`config.mk`:
```
export PLATFORM = sky130hd
export DESIGN_NAME = wb_stage
export DESIGN_NICKNAME = d
export VERILOG_FILES = /design/src/rtl/arm_pkg.sv /design/src/rtl/wb_load_timer.sv /design/src/rtl/wb_stage.sv
export SDC_FILE = /design/constraint.sdc
export NUM_CORES = 1
export LEC_CHECK = 0
export ABC_AREA = 1
export CAP_MARGIN = 20
export CORE_ASPECT_RATIO = 0.8
export CORE_MARGIN = 3
export CORE_UTILIZATION = 40
export DETAILED_ROUTE_END_ITERATION = 10
export PLACE_DENSITY = 0.81
export SLEW_MARGIN = 30
export SYNTH_ARGS = -nofsm -noshare
export SYNTH_HDL_FRONTEND = slang
export SYNTH_SLANG_ARGS = --single-unit
```
`constraint.sdc`:
```
create_clock -name clk -period 1.7 [get_ports clk]
set_input_delay 0.34 -clock clk [delete_from_list [all_inputs] [get_ports clk]]
set_output_delay 0.34 -clock clk [all_outputs]
set_load 0.02 [all_outputs]
```
`src/rtl/arm_pkg.sv`:
```
`default_nettype none
// +------------------------------------------------------------------+
// | arm_pkg : shared types and defaults for the write-back stage     |
// | rev 1.0                                                          |
// +------------------------------------------------------------------+
package arm_pkg;

  localparam int DATA_W               = 32;
  localparam int REG_W                = 4;
  localparam int LOAD_TIMEOUT_DEFAULT = 16;

  typedef enum logic [1:0] {
    ST_IDLE      = 2'd0,
    ST_LOAD_WAIT = 2'd1,
    ST_WRITE     = 2'd2
  } wb_state_e;

endpackage
`default_nettype wire

```
`src/rtl/wb_load_timer.sv`:
```
`default_nettype none
// +------------------------------------------------------------------+
// | wb_load_timer : counts load-wait cycles, flags the final one     |
// | rev 1.0                                                          |
// +------------------------------------------------------------------+
module wb_load_timer #(
  parameter int LIMIT = 16
) (
  input  logic clk,
  input  logic rst,
  input  logic clear,
  input  logic tick,
  output logic expired
);

  localparam int             CNT_W = (LIMIT > 1) ? $clog2(LIMIT) : 1;
  localparam logic [CNT_W-1:0] LAST = CNT_W'(LIMIT - 1);

  logic [CNT_W-1:0] count_q, count_d;

  always_comb begin
    count_d = count_q;
    if (clear) begin
      count_d = '0;
    end else if (tick && (count_q != LAST)) begin
      count_d = count_q + CNT_W'(1);
    end
  end

  // Expiry fires on the LIMIT-th idle wait cycle, so the waiter sees LIMIT chances for data.
  assign expired = tick && !clear && (count_q == LAST);

  always_ff @(posedge clk) begin
    if (rst) begin
      count_q <= '0;
    end else begin
      count_q <= count_d;
    end
  end

endmodule
`default_nettype wire

```
`src/rtl/wb_stage.sv`:
```
`default_nettype none
// +------------------------------------------------------------------+
// | wb_stage : write-back stage with load wait and timeout abort     |
// | rev 1.0                                                          |
// +------------------------------------------------------------------+
module wb_stage
  import arm_pkg::*;
#(
  parameter int LOAD_TIMEOUT = LOAD_TIMEOUT_DEFAULT
) (
  input  logic              clk,
  input  logic              rst,
  input  logic              in_valid,
  output logic              in_ready,
  input  logic              WB_EN_in,
  input  logic              MEM_R_EN_in,
  input  logic [DATA_W-1:0] ALU_Res,
  input  logic [REG_W-1:0]  Dest,
  input  logic [DATA_W-1:0] mem_rdata,
  input  logic              mem_rvalid,
  output logic [REG_W-1:0]  Dest_wb,
  output logic [DATA_W-1:0] Result_WB,
  output logic              writeBackEn,
  output logic              freeze,
  output logic              load_err
);

  wb_state_e         state_q, state_d;
  logic [REG_W-1:0]  dest_q, dest_d;
  logic [DATA_W-1:0] result_q, result_d;
  logic              load_err_q, load_err_d;
  logic              accept;
  logic              timer_clear;
  logic              timer_tick;
  logic              timer_expired;

  assign in_ready    = (state_q != ST_LOAD_WAIT);
  assign freeze      = ~in_ready;
  assign accept      = in_valid && in_ready;
  assign timer_clear = (state_q != ST_LOAD_WAIT);
  assign timer_tick  = (state_q == ST_LOAD_WAIT) && !mem_rvalid;

  wb_load_timer #(
    .LIMIT (LOAD_TIMEOUT)
  ) u_timer (
    .clk     (clk),
    .rst     (rst),
    .clear   (timer_clear),
    .tick    (timer_tick),
    .expired (timer_expired)
  );

  always_comb begin
    state_d    = state_q;
    dest_d     = dest_q;
    result_d   = result_q;
    load_err_d = load_err_q;
    case (state_q)
      ST_LOAD_WAIT: begin
        // Data arriving on the last allowed cycle still wins over the abort.
        if (mem_rvalid) begin
          result_d = mem_rdata;
          state_d  = ST_WRITE;
        end else if (timer_expired) begin
          load_err_d = 1'b1;
          state_d    = ST_IDLE;
        end
      end
      default: begin
        state_d = ST_IDLE;
        if (accept) begin
          dest_d = Dest;
          if (WB_EN_in && MEM_R_EN_in) begin
            state_d = ST_LOAD_WAIT;
          end else if (WB_EN_in) begin
            result_d = ALU_Res;
            state_d  = ST_WRITE;
          end
        end
      end
    endcase
  end

  always_ff @(posedge clk) begin
    if (rst) begin
      state_q    <= ST_IDLE;
      dest_q     <= '0;
      result_q   <= '0;
      load_err_q <= 1'b0;
    end else begin
      state_q    <= state_d;
      dest_q     <= dest_d;
      result_q   <= result_d;
      load_err_q <= load_err_d;
    end
  end

  assign writeBackEn = (state_q == ST_WRITE);
  assign Dest_wb     = dest_q;
  assign Result_WB   = result_q;
  assign load_err    = load_err_q;

endmodule
`default_nettype wire
```
After elaboration in Yosys (flattened, before gate mapping)
Index checks and enable logic that the tools add are counted.
- register bits after elaboration: 43
- output and inout port bits: 40
- logic and storage cells: 42
- $add $sub $neg: 1
- eq/ne operators: 8
- multiplexer cells: 11
- bitwise logic cells: 3
- reductions and logical operators: 14
- operators by type and width (operator ; count):
    32-bit two-way mux ; 5
    2-bit two-way mux ; 6
    1-bit logical AND ; 6
    4-bit by 1-bit adder with 4-bit output (second input constant) ; 1
    4-bit equality test (second input constant) ; 1
    2-bit != test (second input constant) ; 2
    4-bit != test (second input constant) ; 1
    4-bit AND reduction ; 1
    2-bit nonzero test ; 2
    3-bit != test (second input constant) ; 1
    1-bit inverter ; 3
    3-bit AND reduction ; 1
    2-bit by 1-bit equality test with 1-bit output (second input constant) ; 1
    2-bit equality test (second input constant) ; 1
    1-bit zero test ; 2
    2-bit by 1-bit != test with 1-bit output (second input constant) ; 1
    2-bit AND reduction ; 1
    2-bit OR reduction ; 1

Longest topological paths before layout
Gate-level depths: netlist of run 1.
- depth after elaboration: 7
- mapped depth: 9
- gate-level depth less buffers: 8

Hierarchy
Synthesis of run 1 repeated with hierarchy kept, for this count alone.
- cells, all modules: 377
- area, all modules: 2198.4 um^2
- modules (own cells, without submodules) (module ; times used ; cells an instance ; area each (um^2) ; sequential area each (um^2)):
    wb_stage ; 1 ; 348 ; 1994.4 ; 780.7
    wb_load_timer ; 1 ; 29 ; 203.9 ; 80.1

Worst setup path before layout of run 1
OpenSTA, ideal clock, no wires.
- path kind: register to register
- from: register state_q[0]
- to: register result_q[14], in the netlist Result_WB[14]
- arrival: 1.094 ns
- path slack: 0.493 ns
- stages on the path, launching flop included: 10
- buffers on the path: 2
- clock period less this slack: 1.207 ns
- cell sequence: dfxtp_1 > inv_2 > nor2_4 > nand2_1 > nand2_1 > buf_6 > buf_6 > nand2_1 > nand2_1 > nor2_1
- cells in the longest elaborated chain, start to end: 4
- RTL lines (what ; RTL line ; source):
    from (decl) ; wb_stage.sv:28 ; wb_state_e state_q, state_d;
    from (signal assigned) ; wb_stage.sv:91 ; state_q <= state_d;
    2-bit by 1-bit != test with 1-bit output ; wb_stage.sv:37 ; assign in_ready = (state_q != ST_LOAD_WAIT);
    1-bit logical AND ; wb_stage.sv:39 ; assign accept = in_valid && in_ready;
    2-bit nonzero test (no source line) ; - ;
    4-bit AND reduction (no source line) ; - ;
    to (signal assigned) ; wb_stage.sv:93 ; result_q <= result_d;
    to (decl) ; wb_stage.sv:30 ; logic [DATA_W-1:0] result_q, result_d;
Several ways; a longest one is shown, not always the timed one.
A chain may end at the register's enable or synchronous reset.

Worst setup path after layout of run 1
- from: register result_q[27], in the netlist Result_WB[27]
- to: output port Result_WB[27]
- RTL lines (what ; RTL line ; source):
    to (decl) ; wb_stage.sv:22 ; output logic [DATA_W-1:0] Result_WB,
No word-level cell between the ends.

==> metrics.cfg, run 1 <==
[worst_setup_path]
crit_family = buffers and inverters
cp_slowest_cell = clkdlybuf4s50_1
endpoint_kind = primary output
worstSetupPathType = flop to primary output
crit_buf_inv = 1
crit_chain = clkdlybuf4s50_1
startpoint_type = flop
cpPeakStageDelay_ns = 0.62
critPathMaxFanout = 2
cp.arrival_ns = 1.27
crit_required_ns = 1.36

[sta]
fin_setup_tns_ns = 0
finalWorstPathRequiredPeriod_ns = 1.61
hold_viol = 0
timing.hold.ws_ns = 0.486
finClkSkew_ns = 0.00448
worst_pin_slew_ns = 0.368
rsz0062_at_grt = no
fin_crit_sh_pct = 94.6
slew_viol_final = 0
setup_viol = 0
max_freq_mhz = 622
relSlewSlack_pct = 75.5

[run_status]
status = finished, final reports clean

[global_routing]
grt-ovfl-total = 0
grtUsageMet3_pct = 6.13
grt_pass1_wl_um = 9380
top_usage_layer = met2
use_met2_pct = 31.7
grtUsageTotal_pct = 18.2
grt_pass1_vias = 2235
antenna_found_initial = 0
grt_max_degree = 37
grt_util_met1_pct = 21.2

[routing]
dr_total_vias = 2433
dr.pass1.iters = 4
postRouteAntennaNets = 0
drc_errors = 0
wl_per_cell_um = 11.0
drt_iter0_drc = 64
wl_um = 6030
vias_per_cell = 4.43

[clocking]
cts_buffer_depth = 2
cts_setup_buffers = 0
cts_tree = done
numCtsBuffers = 5
h-tree-depth = 2
clock_latency_ns = 0.28
ctsHoldBuffers = 0
clkSinkCount = 43
clk_pin_slew_ns = 0.08
cts_root_buffer = clkbuf_8

[synth]
syn_inst = 377
ys_seq_area_share_pct = 38.9
syn_area_um2 = 2210
synth.distinct_cells = 19
yosysWarnings = 0
ys_seq_elements = 43
synth_ff_type = dfxtp_1
synth_edf_count = 0
synthTopCellsByArea = dfxtp_1 39%, nand2_1 29%, nor2_1 14%, inv_1 6.8%, buf_6 2.5%
synth_nets = 452
syn_area_per_cell_um2 = 5.87
synth_top_area_cell = dfxtp_1
synth_common_cells = 170 x nand2_1, 82 x nor2_1, 43 x dfxtp_1
synth.most_common_cell = nand2_1
async_flop_share_pct = 0
synth_top_cell_area_share_pct = 38.9

[die]
die_w_um = 89.2
core_area_um2 = 5180
fp-row-count = 23
die_y_um = 72.6
num_io_pins = 114
die-area_um2 = 6470
initial_core_util_pct = 42.8

[worst_hold_path]
hp-class = flop to flop

[power]
leakage_nw = 1.71
ir_drop_uv = 419
p_per_area_nw_per_um2 = 686

[finish]
layout-drive-gt1-share_pct = 3.49
final_area_um2 = 3470
area_growth_pct = 56.7
fin_nets = 563
diodes = 0
utilization_pct = 67.0

[placed_design]
port_buffers = 113
postPlaceCellArea_um2 = 3390
gp_congestion = 0.796
hpwl_um = 4560

[flow_run]
drv_cap = 0

[state kept, by name, indices dropped and copies added (netlist names)]
signal	flops
state_q	2
Dest_wb	4
load_err	1
Result_WB	32
u_timer.count_q	4
[final timing paths]
| kind | startpoint | end | slack [ns] | depth (start not counted) |
|---|---|---|---|---|
| worst max register to register | state_q[1] | Result_WB[12] | 0.17 | 9 |
| worst min-delay path | Dest_wb[0] | Dest_wb[0] | 0.49 | 2 |
| worst min register to register | Dest_wb[0] | Dest_wb[0] | 0.49 | 2 |
| worst max-delay path | Result_WB[27] | Result_WB[27] | 0.09 | 1 |
[cells in the final DEF, fill, tap and decap left out, types with 4 or more instances in the layout]
master and n:
a21oi_1 5, nor2_1 82, nand3_1 8, clkbuf_8 5
nand2_1 169, inv_1 40, dfxtp_1 42, o21ai_0 4
clkdlybuf4s50_1 110
[what timing repair did]
| item | CTS | global route |
|---|---|---|
| resized for setup | 3 | 3 |
| endpoints found under the setup margin | 3 | 31 |
| pin swaps | 0 | 0 |
[layout make-up]
class,count,area (um^2)
clock buffer,6,72.6
fill,459,1710
inverter,42,158
multi-input combinational,276,1090
sequential,43,862
tap,62,77.6
timing repair buffer,120,1210
[kinds of logic after synthesis]
| logic type | after synthesis | share of synthesized area (%) |
|---|---|---|
| buffers and inverters | 58 | 12.1 |
| adders and majority gates | 1 | 0.565 |
| AOI/OAI and AO/OA | 11 | 2.49 |
| DFF | 43 | 38.9 |
| and+or+nand+nor | 264 | 45.9 |
[metal layers]
layer / vias up / part of all wire [%]
met2: 75 / 45
met1: 1034 / 45
met3: 5 / 9.8
met5: - / 0
li1: 1319 / -
met4: 0 / 0.66
[per-stage QoR]
stage | instances | power [mW] | setup slack [ns]
3_3_place_gp | 543 | 1.81 | 0.115
5_1_grt | 549 | 2.52 | 0.00245
6_report | 549 | 2.38 | 0.0917
3_5_place_dp | 543 | 1.82 | 0.0465
4_1_cts | 549 | 2.40 | 0.0402
2_1_floorplan | 377 | 1.46 | 0.493
[report_power, final]
| part | total, mW | switching [mW] | internal (mW) |
|---|---|---|---|
| registers | 1.11 | 0.0353 | 1.08 |
| logic | 0.682 | 0.323 | 0.360 |
| clock network | 0.586 | 0.312 | 0.274 |
| total | 2.38 | 0.670 | 1.71 |
(Power assumes the default switching activity.)
==> run 2: changes to the inputs <==
- CORE_ASPECT_RATIO: 0.8 -> not set
- SLEW_MARGIN: 30 -> not set
==> metrics.cfg, run 2 (synthesis results as in run 1) <==
[clocking]
cts_buffer_depth = 2  ; unchanged
clk_pin_slew_ns = 0.08  ; about the same
ctsHoldBuffers = 0  ; unchanged
h-tree-depth = 2  ; unchanged
clock_latency_ns = 0.29  ; about the same
numCtsBuffers = 5  ; unchanged
clkSinkCount = 43  ; unchanged
cts_root_buffer = clkbuf_8
cts_tree = done

[global_routing]
grt-ovfl-total = 0  ; unchanged
grt_pass1_vias = 2247  ; +0.54%
grt_pass1_wl_um = 9590  ; +2.2%
antenna_found_initial = 0  ; unchanged
grtUsageTotal_pct = 18.7  ; +0.51 points
grt_max_degree = 38  ; +2.7%

[worst_setup_path]
crit_chain = clkdlybuf4s50_1
crit_buf_inv = 1  ; unchanged
r2r_slack_ns = 0.13  ; -0.04 ns
worstSetupPathType = flop to primary output
crit_family = buffers and inverters
cpPeakStageDelay_ns = 0.62  ; about the same
cp.arrival_ns = 1.25  ; -0.02 ns
startpoint_type = flop
rr_worst_depth = 9  ; unchanged
endpoint_kind = primary output
timing.rr.end = Result_WB[4]
crit_required_ns = 1.36  ; about the same
r2r-start = state_q[1]
critPathMaxFanout = 2  ; unchanged
cp_slowest_cell = clkdlybuf4s50_1

[routing]
wl_met1_um = 2470  ; -9.2%
wl_met3_um = 526  ; -11%
drt_iter0_drc = 62  ; -3.1%
wl_um = 5880  ; -2.5%
postRouteAntennaNets = 0  ; unchanged
dr.pass1.iters = 5  ; +1
drc_errors = 0  ; unchanged
wl_met2_um = 2830  ; +5.3%
wl_per_cell_um = 10.5  ; -4.2%
dr_total_vias = 2410  ; -0.95%
highest_layer = met4
vias_per_cell = 4.31  ; -2.7%

[placed_design]
dp.cells = 551  ; +1.5%
port_buffers = 113  ; unchanged
hpwl_um = 4440  ; -2.6%
gp_congestion = 0.776  ; -2.5%

[die]
fp-row-count = 26  ; +13%
die_y_um = 80.4  ; +11%
num_io_pins = 114  ; unchanged
core_area_um2 = 5240  ; +1.1%
initial_core_util_pct = 42.3  ; -0.47 points
die_w_um = 80.4  ; -9.8%
die-area_um2 = 6470  ; about the same

[finish]
final_common_cell = nand2_1
fin_nets = 563  ; unchanged
layout-drive-gt1-share_pct = 4.29  ; +0.80 points
diodes = 0  ; unchanged
final_cells = 559  ; +1.8%
area_growth_pct = 57.8
largest_register_ffs = 32  ; unchanged
most-common-layout-cells = 168 x nand2_1, 110 x clkdlybuf4s50_1, 82 x nor2_1

[worst_hold_path]
worst_hold_path.endpoint = Result_WB[26]
min_from = Result_WB[26]
holdPathStages = 2  ; unchanged
hp-class = flop to flop

[sta]
worst_pin_slew_ns = 0.242  ; -0.126 ns
max_freq_mhz = 628  ; +1.0%
finClkSkew_ns = 0.00404  ; -0.000436 ns
hold_viol = 0  ; unchanged
finalWorstPathRequiredPeriod_ns = 1.59  ; -0.0164 ns
fin_crit_sh_pct = 93.6  ; -0.96 points
relSlewSlack_pct = 83.8  ; +8.4 points
setup_viol = 0  ; unchanged
slew_viol_final = 0  ; unchanged
rsz0062_at_grt = yes

[run_status]
status = finished, final reports clean

[power]
ir_drop_uv = 508  ; +21%
p_per_area_nw_per_um2 = 690  ; +0.62%
leakage_nw = 1.72  ; +0.41%
power_mw = 2.41  ; +1.3%

[flow_run]
drv_cap = 0  ; unchanged

[run 2: cell types whose count changed in the layout (fill, tap and decap cells not counted), sizes merged]
cell | previous run | this run
clkinv | 1 | 2
clkinvlp | 0 | 1
clkbuf | 6 | 7
dlygate4sd2 | 3 | 2
[run 2: worst max-delay path by stage]
| stage | startpoint | depth (start not counted) | slack (ns) | to |
|---|---|---|---|---|
| floorplan | state_q[0] | 9 | 0.49 | Result_WB[14] |
| global placement | state_q[0] | 9 | 0.05 | Result_WB[3] |
| detailed placement | state_q[0] | 9 | -0.02 | Result_WB[4] |
| CTS | state_q[1] | 9 | 0.02 | Result_WB[4] |
| global route | state_q[1] | 9 | -0.02 | Result_WB[11] |
| finish | Result_WB[8] | 1 | 0.11 | Result_WB[8] |
[run 2: final cells by class]
class                      count  area, um^2
fill                         491        1740
timing repair buffer         120        1210
inverter                      42         158
clock buffer                   6        72.6
tap                           70        87.6
clock inverter                 2        12.5
multi-input combinational    276        1090
sequential                    43         862
[run 2: timing repair]
action	CTS	global route
setup endpoints to repair	31	33
gates resized for setup	4	6
setup buffers	0	0
endpoints found under the hold margin	0	0
[run 2: per-stage QoR]
| stage | setup TNS, ns | hold slack, ns | util [%] | setup slack, ns | area [um^2] |
|---|---|---|---|---|---|
| floorplan | 0 | 0.409 | - | 0.493 | 2210 |
| global placement | 0 | 0.462 | 65.0 | 0.0496 | 3400 |
| detailed placement | -0.0849 | 0.467 | 65.0 | -0.0204 | 3400 |
| CTS | 0 | 0.490 | 66.5 | 0.0199 | 3480 |
| global route | -0.105 | 0.503 | 66.7 | -0.0240 | 3490 |
| finish | 0 | 0.490 | 66.7 | 0.108 | 3490 |
[run 2: where the power goes]
group	switching, mW	internal [mW]	leakage [nW]	total [mW]
sequential	0.0344	1.07	0.353	1.11
clock	0.335	0.287	0.0412	0.622
combinational	0.319	0.361	1.32	0.680
[run 2: layer usage]
layer,track usage [%],vias to the layer above
li1,-,1322
met1,20.0,1011
met2,34.6,70
met3,6.95,7
met4,4.05,0
met5,0,-
